## src/rtl/minimig_ar_pkg.sv

```systemverilog
// Shared Action Replay definitions: FSM state encoding, Amiga raw keycodes
// and the freeze timer width.
package minimig_ar_pkg;

  typedef enum logic [1:0] {
    IDLE     = 2'd0,
    PULSE    = 2'd1,
    HOLDOFF  = 2'd2,
    WAIT_REL = 2'd3
  } ar_state_t;

  localparam logic [6:0] KC_CTRL = 7'h63;
  localparam logic [6:0] KC_HELP = 7'h5F;

  localparam int CNT_W = 16;

endpackage

```

## src/rtl/freeze_pulse_timer.sv

```systemverilog
// Down-counter with terminal-count flag, time-shared by the freeze pulse
// and the holdoff window.
module freeze_pulse_timer
  import minimig_ar_pkg::*;
(
  input  logic             clk,
  input  logic             _reset,
  input  logic             load,
  input  logic [CNT_W-1:0] load_val,
  input  logic             dec,
  output logic             tc
);

  logic [CNT_W-1:0] cnt;

  always_ff @(posedge clk) begin
    if (!_reset) begin
      cnt <= '0;
    end else if (load) begin
      cnt <= load_val;
    end else if (dec && cnt != '0) begin
      cnt <= cnt - 1'b1;
    end
  end

  assign tc = (cnt == '0);

endmodule

```

## src/rtl/freeze_keygen.sv

```systemverilog
// Ctrl+trigger / OSD freeze request generator for the Action Replay cartridge.
// Optional macro FREEZE_SWALLOW_EN hides the trigger key from the CIA path.
//
// state    | meaning
// IDLE     | waiting for a request
// PULSE    | freeze held high for PULSE_CYCLES
// HOLDOFF  | freeze low, new requests dropped for HOLDOFF_CYCLES
// WAIT_REL | holdoff over, waiting for the trigger key to be released
module freeze_keygen
  import minimig_ar_pkg::*;
#(
  parameter logic [6:0] CTRL_CODE      = KC_CTRL,
  parameter logic [6:0] TRIG_CODE      = KC_HELP,
  parameter int         PULSE_CYCLES   = 16,
  parameter int         HOLDOFF_CYCLES = 65535
) (
  input  logic       clk,
  input  logic       _reset,
  input  logic       aron,
  input  logic       kbd_valid,
  input  logic [6:0] kbd_code,
  input  logic       kbd_up,
  input  logic       osd_freeze,
  output logic       freeze,
  output logic       busy,
  output logic       kbd_valid_o,
  output logic [6:0] kbd_code_o,
  output logic       kbd_up_o
);

  localparam logic [CNT_W-1:0] PULSE_LOAD = CNT_W'(PULSE_CYCLES - 1);
  localparam logic [CNT_W-1:0] HOLD_LOAD  = CNT_W'(HOLDOFF_CYCLES - 1);

  ar_state_t        state;
  logic             ctrl_held;
  logic             trig_down;
  logic             trig_down_nxt;
  logic             osd_freeze_d;
  logic             trig_press;
  logic             trig_rel;
  logic             key_req;
  logic             osd_req;
  logic             req;
  logic             accept;
  logic             swallow;
  logic             tmr_load;
  logic [CNT_W-1:0] tmr_load_val;
  logic             tmr_dec;
  logic             tmr_tc;

  assign trig_press = kbd_valid && kbd_code == TRIG_CODE && !kbd_up;
  assign trig_rel   = kbd_valid && kbd_code == TRIG_CODE &&  kbd_up;
  // registered ctrl_held: Ctrl arriving in the same event cycle does not count
  assign key_req    = aron && trig_press && ctrl_held;
  assign osd_req    = aron && osd_freeze && !osd_freeze_d;
  assign req        = key_req || osd_req;
  assign accept     = (state == IDLE) && req;

  assign trig_down_nxt = (trig_down && !trig_rel) || (accept && key_req);

`ifdef FREEZE_SWALLOW_EN
  assign swallow = key_req || (trig_rel && trig_down);
`else
  assign swallow = 1'b0;
`endif

  always_comb begin
    tmr_load     = 1'b0;
    tmr_load_val = PULSE_LOAD;
    tmr_dec      = 1'b0;
    case (state)
      IDLE: begin
        tmr_load = accept;
      end
      PULSE: begin
        if (!aron || tmr_tc) begin
          tmr_load     = 1'b1;
          tmr_load_val = HOLD_LOAD;
        end else begin
          tmr_dec = 1'b1;
        end
      end
      HOLDOFF: begin
        tmr_dec = 1'b1;
      end
      default: ;
    endcase
  end

  freeze_pulse_timer u_timer (
    .clk      (clk),
    ._reset   (_reset),
    .load     (tmr_load),
    .load_val (tmr_load_val),
    .dec      (tmr_dec),
    .tc       (tmr_tc)
  );

  always_ff @(posedge clk) begin
    if (!_reset) begin
      ctrl_held    <= 1'b0;
      osd_freeze_d <= 1'b0;
      trig_down    <= 1'b0;
    end else begin
      osd_freeze_d <= osd_freeze;
      trig_down    <= trig_down_nxt;
      if (kbd_valid && kbd_code == CTRL_CODE)
        ctrl_held <= !kbd_up;
    end
  end

  always_ff @(posedge clk) begin
    if (!_reset) begin
      state  <= IDLE;
      freeze <= 1'b0;
      busy   <= 1'b0;
    end else begin
      case (state)
        IDLE: begin
          if (req) begin
            state  <= PULSE;
            freeze <= 1'b1;
            busy   <= 1'b1;
          end
        end
        PULSE: begin
          // aron dropping ends the pulse early and still enforces holdoff
          if (!aron || tmr_tc) begin
            state  <= HOLDOFF;
            freeze <= 1'b0;
          end
        end
        HOLDOFF: begin
          if (tmr_tc) begin
            if (trig_down_nxt) begin
              state <= WAIT_REL;
            end else begin
              state <= IDLE;
              busy  <= 1'b0;
            end
          end
        end
        WAIT_REL: begin
          if (!trig_down_nxt) begin
            state <= IDLE;
            busy  <= 1'b0;
          end
        end
        default: begin
          state  <= IDLE;
          freeze <= 1'b0;
          busy   <= 1'b0;
        end
      endcase
    end
  end

  always_ff @(posedge clk) begin
    if (!_reset) begin
      kbd_valid_o <= 1'b0;
      kbd_code_o  <= '0;
      kbd_up_o    <= 1'b0;
    end else begin
      kbd_valid_o <= kbd_valid && !swallow;
      kbd_code_o  <= kbd_code;
      kbd_up_o    <= kbd_up;
    end
  end

endmodule

```

## config.mk

```make
export PLATFORM = sky130hd
export DESIGN_NAME = freeze_keygen
export DESIGN_NICKNAME = d
export VERILOG_FILES = /design/src/rtl/minimig_ar_pkg.sv /design/src/rtl/freeze_pulse_timer.sv /design/src/rtl/freeze_keygen.sv
export SDC_FILE = /design/constraint.sdc
export NUM_CORES = 1
export LEC_CHECK = 0
export ABC_AREA = 1
export ABC_CLOCK_PERIOD_IN_PS = 3100
export BUFFER_PORTS_ARGS = -buffer_cell sky130_fd_sc_hd__buf_2
export CORE_MARGIN = 4
export CORE_UTILIZATION = 61
export DETAILED_ROUTE_END_ITERATION = 10
export GPL_TIMING_DRIVEN = 0
export PLACE_DENSITY = 0.95
export SYNTH_ARGS = -nofsm -noshare
export SYNTH_HDL_FRONTEND = slang
export SYNTH_SLANG_ARGS = --single-unit
```

## constraint.sdc

```tcl
create_clock -name clk -period 3.1 [get_ports clk]
set_input_delay 0 -clock clk [delete_from_list [all_inputs] [get_ports clk]]
set_output_delay 0 -clock clk [all_outputs]
set_load 0.005 [all_outputs]
```

==> metrics <==
first-pass GRT wire length around 8.4 mm; die height 62.9 um; H-tree lvl count 2; FF+latch count, synth 32; WP data arrival 2.18 ns; Pleak 1.15 nW; post-route ant nets 0; RSZ-0062 raised after global routing false; Ys Warns 0; WL per Instance 13.5 um; dominant cell type by area after synthesis dfxtp_1; Via density between 5 and 6; Combinational Power Share 64.2%; clock power share 11.5%; Int Power 0.00137 W; vias in the first global route 1878; Mapped Cells 282; vias between 1500 and 2000; Post-Route Skew 0.0171 ns; fillcell total 209; Post-Syn Nets about 300; total global-route track usage a little over a quarter; final net count ~340; Synth top area share between 30% and 40%; Post-synth EDFFs 0; crit end category register; power per cell area 1260 nW/um2; Peak VDD IR ~0.96 mV; P&R area growth vs syn 19.1%; post-synth cell types 26; GPL Wtd Cong 0.937; path depth of the worst reg2reg path 12; FF/Latch Area roughly 640 um2; hold path endpoint trig_down; Residual DRC 0; placed wire-length estimate approximately 3.1 mm; Worst EP required 3.40 ns; post-synthesis sequential area ratio 34.9%; row count 19; initial antenna violation count 0; Sw Ratio 50.2%; Reg-to-Reg Start u_timer.cnt[0]; largest net degree at the start of global routing 11; deepest clock path buffer count 2; root buf cell clkbuf_4; count leader, synth nand2_1; # diodes 0; DR iter-0 viols 148; Async SR Flop Fraction 0%; Die Footprint between 3000 and 4000 um2; ratio of final minimum period to clock period 60.7%; dominant cells by area after synthesis dfxtp_1, nand2_1, nand3_1; GRT overflow 0; Hold WS 0.140 ns; crit path max fanout 3; Tmin final 1.88 ns; Worst-Margin Slew 0.582 ns; Max Cap Viol 0; core box area 2810 um2; Psw between 0.001 and 0.0015 W; Port Buf Inserts 23; clock sink count 32; top_reg_cell synth dfxtp_1; Seq pwr share 24.3%; status finished, final reports clean; Multi-input gate area 1040 um2; worst min path class in2reg; Clk Latency, worst-skew pair approximately 0.35 ns; Reg-to-Reg End u_timer.cnt[11]; Worst Setup Start Kind input port; endpoints failing hold 0; Initial Utilization roughly two thirds; Hold Crit Depth 5; Hold Startpoint aron; reg2reg setup slack 1.28 ns; Post-CTS Setup Bufs 0; drt first pass iters 4; Commonest cells post-synth nand2_1, dfxtp_1, inv_1, nand3_1, nor2_1; Rel. slew slack about 60%; Max Fclk 0.532 GHz; Mean Syn Cell Area about 6.5 um2; clock-pin slew on the worst setup and hold paths 0.11 ns; share of cells above drive strength 1 14.8%; IO Pins 24; Crit Path Class in2reg; Post-Syn Area 1840 um2; CTS tree built; Max Slew Vio Count 0; width of the die 62.9 um; final wirelength approximately 4.8 mm; setup TNS 0 ns; Final Setup Violations 0; CTS Buf Count 5
## stage by stage
| step | instance area [um2] | setup WS (ns) | power (W) | cells | util [%] |
|---|---|---|---|---|---|
| after floorplan | 1840 | 1.56 | 0.00205 | 282 | - |
| after global placement | 1990 | 1.39 | 0.00231 | 336 | 71.0 |
| after detailed placement | 1990 | 1.33 | 0.00236 | 336 | 71.0 |
| after CTS | 2190 | 1.30 | 0.00270 | 356 | 78.0 |
| after global routing | 2190 | 1.12 | 0.00306 | 356 | 78.0 |
| final | 2190 | 1.22 | 0.00275 | 356 | 78.0 |
## power groups by stage
stage	clock network [W]	logic (W)	registers, W
floorplan	0	0.00140	0.000648
global placement	0	0.00164	0.000671
detailed placement	0	0.00169	0.000673
CTS	0.000319	0.00172	0.000664
global route	0.000340	0.00204	0.000686
finish	0.000316	0.00177	0.000667
## state kept, by name, indices dropped and copies added (netlist names)
signal	flops
u_timer.cnt	16
kbd_code_o	7
state	2
busy	1
ctrl_held	1
freeze	1
kbd_up_o	1
kbd_valid_o	1
osd_freeze_d	1
trig_down	1
## cells in the final DEF (no fill, tap or decap), types with 2 or more instances in the layout
cell type,instances
nand2_1,90
dfxtp_1,32
inv_1,29
nand3_1,28
nor2_1,25
buf_2,24
a21oi_1,23
dlygate4sd3_1,12
o21ai_0,10
nor2_2,6
nand4_1,6
ha_1,6
clkbuf_4,5
nand2_2,4
xnor2_1,4
clkbuf_1,3
nand2_4,2
nand3b_1,2
buf_4,2
xor2_1,2
## logic make-up (layout without fill, tap and decap cells)
family | count (synthesis) | count (layout) | share of synthesized area, %
buf+inv | 37 | 80 | 8.45
flops | 32 | 32 | 34.9
simple gates | 166 | 166 | 39.9
xor+xnor | 6 | 6 | 2.86
compound gates | 35 | 35 | 9.81
fa+ha+maj | 6 | 6 | 4.09
## worst max path at each step
stage,slack (ns),start,to,cells after the start
floorplan,1.56,u_timer.cnt[0],u_timer.cnt[0],13
global placement,1.39,u_timer.cnt[0],u_timer.cnt[4],13
detailed placement,1.33,u_timer.cnt[0],u_timer.cnt[11],12
CTS,1.30,u_timer.cnt[0],u_timer.cnt[11],12
global route,1.12,u_timer.cnt[0],u_timer.cnt[8],12
finish,1.22,kbd_code[3],ctrl_held,7
## final cells by class
class / count / area share (%)
Buffer: 6 / 1.77
Clock buffer: 6 / 1.89
Clock inverter: 2 / 1.60
Inverter: 31 / 5.32
Multi-Input combinational cell: 213 / 47.6
Sequential cell: 32 / 29.3
Tap cell: 31 / 1.77
Timing Repair Buffer: 35 / 10.8
## critical path: stages
cell	delay [ns]
dlygate4sd3_1	0.54
buf_2	0.14
nor4_1	0.25
nor3b_1	0.36
o21ai_0	0.19
a21oi_1	0.14
dlygate4sd3_1	0.56
## layer usage
metal  share of wire, %  track usage, %  vias to the layer above
met5                  0               0                        -
met4                3.4            11.3                        0
met3                7.2            7.91                       18
met2                 50            44.5                       79
met1                 40            31.7                      875
li1                   -               -                      985
## what timing repair did
item / in CTS / in global routing
hold buffers: 12 / 0
endpoints found under the setup margin: 0 / 0
hold endpoints to repair: 14 / 0
gates resized for setup: 0 / 0
(Power assumes the default switching activity.)
